===== config.mk =====
export PLATFORM = sky130hd
export DESIGN_NAME = pdp8_tt_uart
export DESIGN_NICKNAME = d
export VERILOG_FILES = /design/src/rtl/pdp8_tt_uart.sv
export SDC_FILE = /design/constraint.sdc
export NUM_CORES = 1
export LEC_CHECK = 0
export CORE_UTILIZATION = 52
export CTS_CLUSTER_DIAMETER = 200
export DETAILED_ROUTE_END_ITERATION = 12
export GPL_ROUTABILITY_DRIVEN = 1
export HOLD_SLACK_MARGIN = 0.12
export PLACE_DENSITY = 0.8
export SYNTH_ARGS = -nofsm -noshare
export SYNTH_HDL_FRONTEND = slang
export SYNTH_SLANG_ARGS = --single-unit

===== constraint.sdc =====
create_clock -name clk -period 2.3 [get_ports clk]
set_input_delay 0.46 -clock clk [delete_from_list [all_inputs] [get_ports clk]]
set_output_delay 0.46 -clock clk [all_outputs]
set_load 0.02 [all_outputs]

===== src/rtl/pdp8_tt_uart.sv =====
// PDP-8 teletype-style 8N1 UART: fixed-rate transmitter plus a 16x oversampled receiver
// with keyboard-flag style handshake (rx_ready / rx_ack) and sticky overrun/framing errors.
module pdp8_tt_uart #(
    parameter int unsigned BAUD_DIV = 326
) (
    input  logic       clk,
    input  logic       reset,
    input  logic [7:0] tx_data,
    input  logic       tx_start,
    output logic       tx_busy,
    output logic       tx_done,
    output logic       txd,
    input  logic       rxd,
    output logic [7:0] rx_data,
    output logic       rx_ready,
    input  logic       rx_ack,
    output logic       rx_overrun,
    output logic       rx_frame_err
);
    localparam int unsigned BIT_CLKS = 16 * BAUD_DIV;
    localparam int unsigned BIT_CW   = $clog2(BIT_CLKS);
    localparam int unsigned BAUD_CW  = $clog2(BAUD_DIV);
    localparam logic [BIT_CW-1:0]  BIT_LAST  = BIT_CW'(BIT_CLKS - 1);
    localparam logic [BAUD_CW-1:0] BAUD_LAST = BAUD_CW'(BAUD_DIV - 1);

    typedef enum logic [1:0] {TX_IDLE, TX_START, TX_DATA, TX_STOP} tx_state_t;
    typedef enum logic [2:0] {RX_IDLE, RX_START, RX_DATA, RX_STOP, RX_BREAK} rx_state_t;

    tx_state_t         tx_state_q, tx_state_d;
    logic [BIT_CW-1:0] tx_cnt_q, tx_cnt_d;
    logic [2:0]        tx_bit_q, tx_bit_d;
    logic [7:0]        tx_shift_q, tx_shift_d;
    logic              txd_q, txd_d;
    logic              tx_busy_q, tx_busy_d;
    logic              tx_done_q, tx_done_d;

    logic               rx_sync1_q, rx_sync2_q;
    logic [BAUD_CW-1:0] baud_cnt_q, baud_cnt_d;
    logic               rx_tick;
    rx_state_t          rx_state_q, rx_state_d;
    logic [3:0]         rx_tick_cnt_q, rx_tick_cnt_d;
    logic [2:0]         rx_bit_q, rx_bit_d;
    logic [7:0]         rx_shift_q, rx_shift_d;
    logic [7:0]         rx_data_q, rx_data_d;
    logic               rx_ready_q, rx_ready_d;
    logic               rx_overrun_q, rx_overrun_d;
    logic               rx_frame_err_q, rx_frame_err_d;
    logic               rx_done, rx_err;

    assign tx_busy      = tx_busy_q;
    assign tx_done      = tx_done_q;
    assign txd          = txd_q;
    assign rx_data      = rx_data_q;
    assign rx_ready     = rx_ready_q;
    assign rx_overrun   = rx_overrun_q;
    assign rx_frame_err = rx_frame_err_q;

    // Transmitter times its bits directly in clocks; the oversample tick belongs to RX only.
    always_comb begin
        tx_state_d = tx_state_q;
        tx_cnt_d   = tx_cnt_q;
        tx_bit_d   = tx_bit_q;
        tx_shift_d = tx_shift_q;
        txd_d      = txd_q;
        tx_busy_d  = tx_busy_q;
        tx_done_d  = 1'b0;
        case (tx_state_q)
            TX_IDLE: begin
                if (tx_start) begin
                    tx_shift_d = tx_data;
                    tx_state_d = TX_START;
                    tx_cnt_d   = '0;
                    tx_bit_d   = '0;
                    txd_d      = 1'b0;
                    tx_busy_d  = 1'b1;
                end
            end
            TX_START: begin
                if (tx_cnt_q == BIT_LAST) begin
                    tx_cnt_d   = '0;
                    tx_state_d = TX_DATA;
                    txd_d      = tx_shift_q[0];
                end else begin
                    tx_cnt_d = tx_cnt_q + 1'b1;
                end
            end
            TX_DATA: begin
                if (tx_cnt_q == BIT_LAST) begin
                    tx_cnt_d = '0;
                    if (tx_bit_q == 3'd7) begin
                        tx_state_d = TX_STOP;
                        txd_d      = 1'b1;
                    end else begin
                        tx_bit_d   = tx_bit_q + 1'b1;
                        tx_shift_d = {1'b0, tx_shift_q[7:1]};
                        txd_d      = tx_shift_q[1];
                    end
                end else begin
                    tx_cnt_d = tx_cnt_q + 1'b1;
                end
            end
            TX_STOP: begin
                if (tx_cnt_q == BIT_LAST) begin
                    tx_cnt_d   = '0;
                    tx_state_d = TX_IDLE;
                    tx_busy_d  = 1'b0;
                    tx_done_d  = 1'b1;
                end else begin
                    tx_cnt_d = tx_cnt_q + 1'b1;
                end
            end
            default: tx_state_d = TX_IDLE;
        endcase
    end

    always_ff @(posedge clk or posedge reset) begin
        if (reset) begin
            tx_state_q <= TX_IDLE;
            tx_cnt_q   <= '0;
            tx_bit_q   <= '0;
            tx_shift_q <= '0;
            txd_q      <= 1'b1;
            tx_busy_q  <= 1'b0;
            tx_done_q  <= 1'b0;
        end else begin
            tx_state_q <= tx_state_d;
            tx_cnt_q   <= tx_cnt_d;
            tx_bit_q   <= tx_bit_d;
            tx_shift_q <= tx_shift_d;
            txd_q      <= txd_d;
            tx_busy_q  <= tx_busy_d;
            tx_done_q  <= tx_done_d;
        end
    end

    assign rx_tick = (baud_cnt_q == BAUD_LAST);

    always_comb begin
        baud_cnt_d     = rx_tick ? '0 : baud_cnt_q + 1'b1;
        rx_state_d     = rx_state_q;
        rx_tick_cnt_d  = rx_tick_cnt_q;
        rx_bit_d       = rx_bit_q;
        rx_shift_d     = rx_shift_q;
        rx_data_d      = rx_data_q;
        rx_ready_d     = rx_ready_q;
        rx_overrun_d   = rx_overrun_q;
        rx_frame_err_d = rx_frame_err_q;
        rx_done        = 1'b0;
        rx_err         = 1'b0;
        if (rx_tick) begin
            case (rx_state_q)
                RX_IDLE: begin
                    if (!rx_sync2_q) begin
                        rx_state_d    = RX_START;
                        rx_tick_cnt_d = '0;
                    end
                end
                RX_START: begin
                    if (rx_tick_cnt_q == 4'd7) begin
                        rx_tick_cnt_d = '0;
                        rx_bit_d      = '0;
                        rx_state_d    = rx_sync2_q ? RX_IDLE : RX_DATA;
                    end else begin
                        rx_tick_cnt_d = rx_tick_cnt_q + 1'b1;
                    end
                end
                RX_DATA: begin
                    if (rx_tick_cnt_q == 4'd15) begin
                        rx_tick_cnt_d = '0;
                        rx_shift_d    = {rx_sync2_q, rx_shift_q[7:1]};
                        if (rx_bit_q == 3'd7) rx_state_d = RX_STOP;
                        else                  rx_bit_d   = rx_bit_q + 1'b1;
                    end else begin
                        rx_tick_cnt_d = rx_tick_cnt_q + 1'b1;
                    end
                end
                RX_STOP: begin
                    if (rx_tick_cnt_q == 4'd15) begin
                        rx_tick_cnt_d = '0;
                        if (rx_sync2_q) begin
                            rx_state_d = RX_IDLE;
                            rx_done    = 1'b1;
                        end else begin
                            rx_state_d = RX_BREAK;
                            rx_err     = 1'b1;
                        end
                    end else begin
                        rx_tick_cnt_d = rx_tick_cnt_q + 1'b1;
                    end
                end
                RX_BREAK: if (rx_sync2_q) rx_state_d = RX_IDLE;
                default:  rx_state_d = RX_IDLE;
            endcase
        end
        // Acknowledge clears first so a character completing in the same cycle loads cleanly.
        if (rx_ack) begin
            rx_ready_d     = 1'b0;
            rx_overrun_d   = 1'b0;
            rx_frame_err_d = 1'b0;
        end
        if (rx_err) rx_frame_err_d = 1'b1;
        if (rx_done) begin
            if (!rx_ready_d) begin
                rx_data_d  = rx_shift_d;
                rx_ready_d = 1'b1;
            end else begin
                rx_overrun_d = 1'b1;
            end
        end
    end

    always_ff @(posedge clk or posedge reset) begin
        if (reset) begin
            rx_sync1_q     <= 1'b1;
            rx_sync2_q     <= 1'b1;
            baud_cnt_q     <= '0;
            rx_state_q     <= RX_IDLE;
            rx_tick_cnt_q  <= '0;
            rx_bit_q       <= '0;
            rx_shift_q     <= '0;
            rx_data_q      <= '0;
            rx_ready_q     <= 1'b0;
            rx_overrun_q   <= 1'b0;
            rx_frame_err_q <= 1'b0;
        end else begin
            rx_sync1_q     <= rxd;
            rx_sync2_q     <= rx_sync1_q;
            baud_cnt_q     <= baud_cnt_d;
            rx_state_q     <= rx_state_d;
            rx_tick_cnt_q  <= rx_tick_cnt_d;
            rx_bit_q       <= rx_bit_d;
            rx_shift_q     <= rx_shift_d;
            rx_data_q      <= rx_data_d;
            rx_ready_q     <= rx_ready_d;
            rx_overrun_q   <= rx_overrun_d;
            rx_frame_err_q <= rx_frame_err_d;
        end
    end
endmodule


==> results.md, run 1 <==
### Outcome
- **run status** finished clean

### Pwr
- **worst supply voltage drop on vdd** 643 uV
- **proportion of power drawn by flip-flops and latches** 0.539
- **Final Total Pwr** 2.26 mW
- **net switching power figure** 513 uW
- **static power due to leakage** 1.81 nW
- **cell internal pwr** 1.75 mW
- **combinational share of power** 0.025
- **pwr/cell area** 551 nW/um2
- **switching share of power** 0.227
- **clock network fraction of design power** 0.436

### Clocking
- **Reg clk slew, reported paths** 0.08 ns
- **TritonCTS clock tree** yes
- **total of hold buffers inserted after clock tree synthesis** 0
- **Clock Sink Count** 69
- **CTS H-tree depth** 3
- **number of buffers created by CTS** 9
- **clock insertion delay at the later pin of the skew report** 0.34 ns
- **setup bufs post-CTS** 0
- **count of instances resized after the clock tree is built** 0
- **buffer levels on the longest clock path** 2
- **Root Buffer Master** sky130_fd_sc_hd__clkbuf_8

### Global routing
- **number of antenna violations at the first check in global routing** 0
- **total routing resource utilization after global routing** 0.211
- **global-route wire length before repair** 11600 um
- **largest net degree at the start of global routing** 26
- **vias in the first global route** 2559
- **final global-route overflow total** 0

### Placed design
- **total of buffers placed on input and output ports** 26
- **final RePlAce weighted congestion** 0.811
- **Area after DPL** 3900 um2
- **placed wire-length estimate after detailed placement** 4840 um

### Critical path
- **endpoint of the worst-slack reg-to-reg timing path** rx_bit_q[0]
- **largest driver fanout on the critical path** 3
- **worst-case reg-to-reg path depth** 5
- **type of origin of the critical path** register
- **CP required** 2.52 ns
- **worst setup path category** register to register
- **Reg2Reg Setup Slack** 0.09 ns
- **R2R Path Start** rx_bit_q[0]
- **nature of the critical path endpoint** register
- **data arrival time at the worst-slack endpoint** 2.43 ns

### Hold path
- **Hold Path Sink** rx_sync2_q
- **Min-Delay Path Depth** 0
- **Hold Crit Start** rx_sync1_q
- **type of the most critical hold path** register to register

### Layout
- **antenna cells** 0
- **net count reported at finish** 374
- **Layout area overhead** 18.8%
- **Finished Core Util** 0.642
- **multi-input gate area in the final layout** 1640 um2
- **area of all placed cells without fillers** 4100 um2
- **# fillers** 517
- **share of final-layout standard cells stronger than drive strength 1** 0.204
- **area taken by flip-flops and latches** 1730 um2

### Run
- **Maximum Capacitance Violations** 0

### Timing
- **max-slew violation total from the final report** 0
- **Fmax achieved** 453 MHz
- **RSZ-0062 raised after global routing** false
- **count of final hold-check violations** 0
- **final period demand of the worst path** 2.21 ns
- **worst clock skew** 0.00970 ns
- **slew at the pin closest to its max-slew limit** 0.551 ns
- **total of endpoints with negative setup slack in the final report** 0
- **max-slew headroom at the worst pin** 0.630
- **final clock period utilization by the worst path** 0.959

### Synthesis
- **cell type contributing the most total cell area after synthesis** sky130_fd_sc_hd__dfrtp_1
- **most common library cells after synthesis** sky130_fd_sc_hd__dfrtp_1, sky130_fd_sc_hd__nor2_1, sky130_fd_sc_hd__mux2_2, sky130_fd_sc_hd__nand2_1, sky130_fd_sc_hd__ha_1
- **top area cells in the synthesized netlist** sky130_fd_sc_hd__dfrtp_1, sky130_fd_sc_hd__mux2_2, sky130_fd_sc_hd__ha_1
- **share of flip-flops with an asynchronous set or reset after synthesis** 1.00
- **Synth Area in Compound Gates** 0.121
- **number of warnings issued by yosys** 0
- **Synth Area in Adders** 0.0471
- **post-synthesis share of cell area spent on and, or, nand and nor gates** 0.173
- **most common flop cell mapped by yosys** sky130_fd_sc_hd__dfrtp_1
- **number of flip-flops and latches in the synthesized netlist** 69
- **fraction of synthesized cell area in xor and xnor cells** 0.0507
- **count of flip-flops with a built-in enable after synthesis** 0
- **cell with the most instances after synthesis** sky130_fd_sc_hd__dfrtp_1
- **largest family of logic cells by synthesized area** simple AND/OR/NAND/NOR gates
- **proportion of synthesized area in mux cells** 0.0833
- **Cell variety after synth** 50
- **syn_nets** 330
- **fraction of synthesized cell area taken by the top area cell type** 0.478
- **syn_area_per_cell** 11.4 um2
- **post-synthesis cell count** 304
- **sequential fraction of the synthesis area** 0.501
- **total standard cell area after synthesis** 3450 um2

### Drt
- **Detailed Route Iter0 Violations** 64
- **Remaining DRCs** 0
- **total met2 wirelength after detailed routing** 3440 um
- **highest signal layer in the routed design** met4
- **number of routed nets with antenna violations** 0
- **Vias per Instance** 5.77
- **routed wire length on met3** 256 um
- **met1 WL** 2900 um
- **number of optimization iterations in the first detailed-route pass** 4
- **final wirelength** 6710 um
- **total number of vias** 2480
- **Avg WL per Cell** 15.6 um

### Die
- **area of the placeable core** 6390 um2
- **top-level I/O count** 27
- **die footprint** 6970 um2
- **initial cell density of the core** 0.541
- **horizontal die dimension** 83.5 um
- **cell row count** 29
- **die span in y** 83.5 um

==> power by group through the flow <==
stage | logic [mW] | registers (mW) | clock network (mW)
after floorplan | 0.0223 | 1.24 | 0
after global placement | 0.0590 | 1.24 | 0
after detailed placement | 0.0591 | 1.24 | 0
after CTS | 0.0594 | 1.22 | 1.01
after global routing | 0.0646 | 1.22 | 1.05
final | 0.0571 | 1.22 | 0.984
==> worst max-delay path by stage <==
stage,start,to,slack [ns],depth (start not counted)
2_1_floorplan,reset,baud_cnt_q[0],0.11,1
3_3_place_gp,tx_start,tx_cnt_q[9],-0.01,5
3_5_place_dp,tx_start,tx_cnt_q[9],-0.07,5
4_1_cts,rx_bit_q[0],rx_bit_q[0],0.09,5
5_1_grt,tx_state_q[0],tx_cnt_q[9],0.006,6
6_report,rx_bit_q[0],rx_bit_q[0],0.09,5
==> layout make-up <==
class,instances,share of cell area
repair buffers,42,0.0958
clock buffers,9,0.0302
multi-input cells,215,0.400
well taps,77,0.0235
flip-flops and latches,69,0.422
inverters,11,0.0101
clock inverters,7,0.0183
==> registers in the layout, indices dropped and copies added (netlist names), 3 cells and up <==
register,flops
rx_data,8
rx_shift_q,8
tx_cnt_q,13
rx_tick_cnt_q,4
tx_bit_q,3
rx_state_q,3
baud_cnt_q,9
tx_shift_q,8
rx_bit_q,3
==> critical path, cell delays in order (launching register included) <==
cell and delay [ns]:
sky130_fd_sc_hd__dfrtp_1 0.40, sky130_fd_sc_hd__ha_1 0.21, sky130_fd_sc_hd__ha_1 0.19, sky130_fd_sc_hd__or3b_2 0.49
sky130_fd_sc_hd__a2111oi_4 0.40, sky130_fd_sc_hd__mux2_2 0.39
==> metrics by stage <==
step / TNS (ns) / setup slack, ns / hold WS [ns] / std cells
floorplan: 0 / 0.105 / 0.345 / 304
global placement: -0.0104 / -0.0104 / 0.347 / 414
detailed placement: -0.0692 / -0.0692 / 0.350 / 414
CTS: 0 / 0.0856 / 0.360 / 430
global route: 0 / 0.00595 / 0.359 / 430
finish: 0 / 0.0944 / 0.362 / 430
==> per-layer routing <==
metal / global-route usage / vias to the layer above
li1: - / 1192
met1: 0.255 / 1222
met2: 0.362 / 53
met3: 0.0554 / 13
met4: 0.0770 / 0
met5: 0 / -
==> cells by family (layout without fill, tap and decap cells) <==
family,count (synthesis),in the layout
flops,69,69
compound gates,50,50
xor+xnor,20,20
simple gates,106,106
mux,26,26
buf+inv,20,69
fa+ha+maj,13,13
==> placed cells by master (no fill, tap or decap), drive strengths merged, types with 3 or more instances in the layout <==
master and count:
dfrtp 66, clkdlybuf4s50 26, nor2 25, mux2 22, nand2 17, buf 16, ha 13, xnor2 12
inv 12, o22ai 9, nand3 9, clkbuf 9, nor2b 8, nand2b 8, xor2 8, o21ai 8
nand4 6, o221a 6, a22o 5, and3 5, mux2i 4, a21oi 4, or3 4, nand3b 3
nor4 3, clkinvlp 3, dfstp 3, nor3 3, or4 3
Note: power is estimated with default switching activity, not from simulation.
==> run 2, diff against run 1 <==
CORE_MARGIN = 3   (was not set)
==> run 2 against run 1 <==
Critical path depth stayed put; clock skew hardly changed; cell area is 0.15% lower; setup slack better by 0.041 ns; combinational power is 4.4% lower; largest cell class unchanged.
==> results.md, run 2 (same netlist as run 1, synthesis figures left out) <==
### Critical path
- **worst setup path category** register to register
- **worst-case reg-to-reg path depth** 5
- **largest driver fanout on the critical path** 6
- **data arrival time at the worst-slack endpoint** 2.40 ns
- **CP required** 2.54 ns
- **R2R Path Start** tx_cnt_q[0]
- **nature of the critical path endpoint** register
- **endpoint of the worst-slack reg-to-reg timing path** tx_state_q[1]
- **highest cell delay on the worst timing path** 0.45 ns
- **Reg2Reg Setup Slack** 0.14 ns
- **type of origin of the critical path** register
- **series of cell instances along the critical path** ha_1 > nand4_1 > or3_1 > a211oi_2 > mux2_1
- **Worst path slowest cell** sky130_fd_sc_hd__or3_1

### Timing
- **count of final hold-check violations** 0
- **slew at the pin closest to its max-slew limit** 0.491 ns
- **final period demand of the worst path** 2.16 ns
- **total of endpoints with negative setup slack in the final report** 0
- **final clock period utilization by the worst path** 0.941
- **max-slew violation total from the final report** 0
- **RSZ-0062 raised after global routing** false
- **max-slew headroom at the worst pin** 0.670
- **Fmax achieved** 462 MHz
- **worst clock skew** 0.0101 ns
- **Post-Route Hold Slack** 0.354 ns

### Global routing
- **number of antenna violations at the first check in global routing** 0
- **vias in the first global route** 2517
- **final global-route overflow total** 0
- **total routing resource utilization after global routing** 0.192
- **largest net degree at the start of global routing** 70
- **global-route wire length before repair** 11400 um

### Layout
- **final std cells w/o fill** 429
- **largest registers** tx_cnt_q x13, baud_cnt_q x9
- **Layout area overhead** 18.6%
- **Finished Core Util** 0.641
- **most frequent standard cell in the layout excluding fill and tap cells** sky130_fd_sc_hd__dfrtp_1
- **flip-flop count of the largest register after layout** 13
- **commonest cells after routing, fill and taps aside** sky130_fd_sc_hd__dfrtp_1, sky130_fd_sc_hd__clkdlybuf4s50_1, sky130_fd_sc_hd__nor2_1, sky130_fd_sc_hd__mux2_2, sky130_fd_sc_hd__nand2_1
- **antenna cells** 0
- **register ranked first by flip-flop count** tx_cnt_q
- **share of final-layout standard cells stronger than drive strength 1** 0.199
- **net count reported at finish** 373

### Die
- **cell row count** 29
- **initial cell density of the core** 0.541
- **area of the placeable core** 6390 um2
- **top-level I/O count** 27
- **horizontal die dimension** 87.5 um
- **die footprint** 7650 um2
- **die span in y** 87.5 um

### Clocking
- **number of buffers created by CTS** 9
- **TritonCTS clock tree** yes
- **Clock Sink Count** 69
- **Reg clk slew, reported paths** 0.08 ns
- **Root Buffer Master** sky130_fd_sc_hd__clkbuf_8
- **clock insertion delay at the later pin of the skew report** 0.36 ns
- **buffer levels on the longest clock path** 2
- **total of hold buffers inserted after clock tree synthesis** 0
- **count of instances resized after the clock tree is built** 0
- **CTS H-tree depth** 3
- **setup bufs post-CTS** 0

### Drt
- **Vias per Instance** 5.83
- **total number of vias** 2502
- **Avg WL per Cell** 15.7 um
- **final wirelength** 6710 um
- **Remaining DRCs** 0
- **Detailed Route Iter0 Violations** 107
- **number of optimization iterations in the first detailed-route pass** 4
- **number of routed nets with antenna violations** 0

### Placed design
- **final RePlAce weighted congestion** 0.773
- **placed wire-length estimate after detailed placement** 4530 um
- **number of cells in the design after placement** 413
- **total of buffers placed on input and output ports** 26

### Pwr
- **static power due to leakage** 1.81 nW
- **worst supply voltage drop on vdd** 410 uV
- **pwr/cell area** 558 nW/um2

### Outcome
- **run status** finished clean

### Run
- **Maximum Capacitance Violations** 0

### Hold path
- **Hold Crit Start** rx_sync1_q
- **Hold Path Sink** rx_sync2_q
- **Min-Delay Path Depth** 0
- **type of the most critical hold path** register to register

-- run 2: report_power, final --
group	leakage [nW]	switching, mW	internal [mW]
logic	0.819	0.0299	0.0247
clock network	0.0959	0.482	0.533
registers	0.898	0.00243	1.22
total	1.81	0.514	1.77
-- run 2: worst max-delay path by stage --
stage / start / to / cells past startpoint / slack [ns]
4_1_cts: tx_cnt_q[0] / tx_state_q[1] / 5 / 0.13
3_5_place_dp: tx_start / tx_cnt_q[9] / 5 / -0.008
6_report: tx_cnt_q[0] / tx_state_q[1] / 5 / 0.14
3_3_place_gp: tx_start / tx_cnt_q[9] / 5 / 0.02
2_1_floorplan: reset / baud_cnt_q[0] / 1 / 0.11
5_1_grt: tx_cnt_q[0] / tx_state_q[1] / 5 / 0.002
-- run 2: stage by stage --
stage	setup slack, ns	setup TNS, ns	instance area, um2	power (mW)
floorplan	0.105	0	3450	1.26
global placement	0.0180	0	3900	1.30
detailed placement	-0.00850	-0.00850	3900	1.30
CTS	0.127	0	4100	2.30
global route	0.00193	0	4100	2.36
finish	0.135	0	4100	2.29
-- run 2: cell type report --
class	instances	area, um2
clock buffer	11	141
multi-input combinational	215	1640
sequential	69	1730
clock inverter	5	58.8
timing repair buffer	41	385
fill	514	2290
tap	77	96.3
inverter	11	41.3
-- run 2: metal layers --
metal,global-route usage,part of all wire
met1,0.243,0.45
met2,0.295,0.48
met3,0.0539,0.039
met4,0.110,0.028
met5,0,0
-- run 2: critical path: cells and delay by family, from the launching register on --
| kind | cells | cell delay [ns] |
|---|---|---|
| and+or+nand+nor | 2 | 0.75 |
| adders and majority gates | 1 | 0.25 |
| muxes | 1 | 0.35 |
| AOI/OAI and AO/OA | 1 | 0.28 |
| DFF | 1 | 0.42 |
==> run 3, diff against run 2 <==
REMOVE_ABC_BUFFERS = 1   (was not set)
==> run 3 against run 2 <==
Final cell count is the same; combinational power rose by 3%; sequential share of layout area down 0.50 points; maximum frequency is 1.4% lower; clock skew decreased by 0.00073 ns.
==> results.md, run 3 (same netlist as run 1, synthesis figures left out) <==
### Outcome
- **run status** finished clean

### Clocking
- **clock insertion delay at the later pin of the skew report** 0.34 ns
- **number of buffers created by CTS** 9
- **total of hold buffers inserted after clock tree synthesis** 0
- **buffer levels on the longest clock path** 2
- **Clock Sink Count** 69
- **Reg clk slew, reported paths** 0.08 ns
- **count of instances resized after the clock tree is built** 0
- **setup bufs post-CTS** 0
- **TritonCTS clock tree** yes
- **CTS H-tree depth** 3
- **Root Buffer Master** sky130_fd_sc_hd__clkbuf_8

### Die
- **initial cell density of the core** 0.541
- **horizontal die dimension** 87.5 um
- **top-level I/O count** 27
- **area of the placeable core** 6390 um2
- **cell row count** 29
- **die footprint** 7650 um2
- **die span in y** 87.5 um

### Layout
- **antenna cells** 0
- **final std cells w/o fill** 429
- **# fillers** 497
- **net count reported at finish** 373
- **flip-flop count of the largest register after layout** 13
- **commonest cells after routing, fill and taps aside** sky130_fd_sc_hd__dfrtp_1, sky130_fd_sc_hd__clkdlybuf4s50_1, sky130_fd_sc_hd__nor2_1, sky130_fd_sc_hd__mux2_2, sky130_fd_sc_hd__nand2_1
- **largest registers** tx_cnt_q x13, baud_cnt_q x9
- **Layout area overhead** 20.0%
- **most frequent standard cell in the layout excluding fill and tap cells** sky130_fd_sc_hd__dfrtp_1
- **share of final-layout standard cells stronger than drive strength 1** 0.199
- **register ranked first by flip-flop count** tx_cnt_q

### Drt
- **Vias per Instance** 5.77
- **total number of vias** 2475
- **total met2 wirelength after detailed routing** 3410 um
- **Detailed Route Iter0 Violations** 98
- **routed wire length on met3** 254 um
- **met1 WL** 3000 um
- **highest signal layer in the routed design** met4
- **Avg WL per Cell** 15.7 um
- **number of routed nets with antenna violations** 0
- **number of optimization iterations in the first detailed-route pass** 4
- **Remaining DRCs** 0
- **final wirelength** 6730 um

### Global routing
- **number of antenna violations at the first check in global routing** 0
- **vias in the first global route** 2487
- **final global-route overflow total** 0
- **largest net degree at the start of global routing** 38
- **global-route wire length before repair** 11400 um
- **total routing resource utilization after global routing** 0.192

### Run
- **Maximum Capacitance Violations** 0

### Timing
- **RSZ-0062 raised after global routing** false
- **max-slew violation total from the final report** 0
- **count of final hold-check violations** 0
- **total of endpoints with negative setup slack in the final report** 0
- **final period demand of the worst path** 2.20 ns
- **slew at the pin closest to its max-slew limit** 0.548 ns
- **worst clock skew** 0.00938 ns
- **final clock period utilization by the worst path** 0.955
- **max-slew headroom at the worst pin** 0.632
- **Fmax achieved** 455 MHz

### Critical path
- **nature of the critical path endpoint** register
- **data arrival time at the worst-slack endpoint** 2.46 ns
- **largest driver fanout on the critical path** 5
- **highest cell delay on the worst timing path** 0.62 ns
- **type of origin of the critical path** register
- **worst setup path category** register to register
- **series of cell instances along the critical path** inv_1 > ha_1 > nor2b_1 > or4b_1 > or4b_1 > a21oi_1
- **Worst path slowest cell** sky130_fd_sc_hd__or4b_1
- **CP required** 2.56 ns
- **most frequent cell on the critical path** sky130_fd_sc_hd__or4b_1

### Placed design
- **number of cells in the design after placement** 413
- **total of buffers placed on input and output ports** 26
- **final RePlAce weighted congestion** 0.796
- **placed wire-length estimate after detailed placement** 4750 um

### Pwr
- **pwr/cell area** 600 nW/um2
- **worst supply voltage drop on vdd** 423 uV
- **Final Total Pwr** 2.49 mW
- **static power due to leakage** 1.84 nW

### Hold path
- **type of the most critical hold path** primary input to async pin

-- run 3: layout make-up --
cell class / count / area [um2] / share of cell area
sequential: 69 / 1730 / 0.417
multi-input combinational: 215 / 1640 / 0.396
timing repair buffer: 41 / 385 / 0.0930
clock buffer: 11 / 141 / 0.0341
clock inverter: 5 / 108 / 0.0260
tap: 77 / 96.3 / 0.0232
inverter: 11 / 41.3 / 0.00996
-- run 3: worst max-delay path, delay by kind of cell, from the launching register on --
kind                     cells  cell delay (ns)
AO/OA/AOI/OAI                1             0.15
buffers and inverters        1             0.10
adder cells (fa/ha/maj)      1             0.22
flip-flops                   1             0.38
AND/OR/NAND/NOR              3             1.28
-- run 3: power by group --
| part | total [mW] | internal (mW) | switching, mW |
|---|---|---|---|
| Sequential | 1.22 | 1.22 | 0.00192 |
| Combinational | 0.0564 | 0.0257 | 0.0306 |
| Clock | 1.21 | 0.754 | 0.458 |
| Total | 2.49 | 2.00 | 0.491 |
-- run 3: worst paths after layout --
check                         startpoint            end  slack [ns]  cells past startpoint
max                        tx_state_q[0]    tx_cnt_q[9]        0.10                      6
min                                reset    rx_bit_q[2]        0.32                      2
max reg2reg                tx_state_q[0]    tx_cnt_q[9]        0.10                      6
min reg2reg                   rx_sync1_q     rx_sync2_q        0.35                      0
max in group asynchronous          reset  rx_shift_q[4]        1.41                      3
min in group clk              rx_sync1_q     rx_sync2_q        0.35                      0
-- run 3: per-stage QoR --
stage / area, um2 / hold slack (ns) / setup TNS (ns) / util / worst slack, ns
floorplan: 3410 / 0.345 / -0.00340 / - / -0.00340
global placement: 3900 / 0.347 / 0 / 0.610 / 0.00715
detailed placement: 3900 / 0.347 / -0.0636 / 0.610 / -0.0633
CTS: 4150 / 0.302 / 0 / 0.649 / 0.105
global route: 4150 / 0.318 / 0 / 0.649 / 0.00760
finish: 4150 / 0.317 / 0 / 0.649 / 0.103
-- run 3: routing by layer --
metal / GRT usage / up-vias
li1: - / 1197
met1: 0.239 / 1213
met2: 0.311 / 57
met3: 0.0634 / 8
met4: 0.0697 / 0
met5: 0 / -
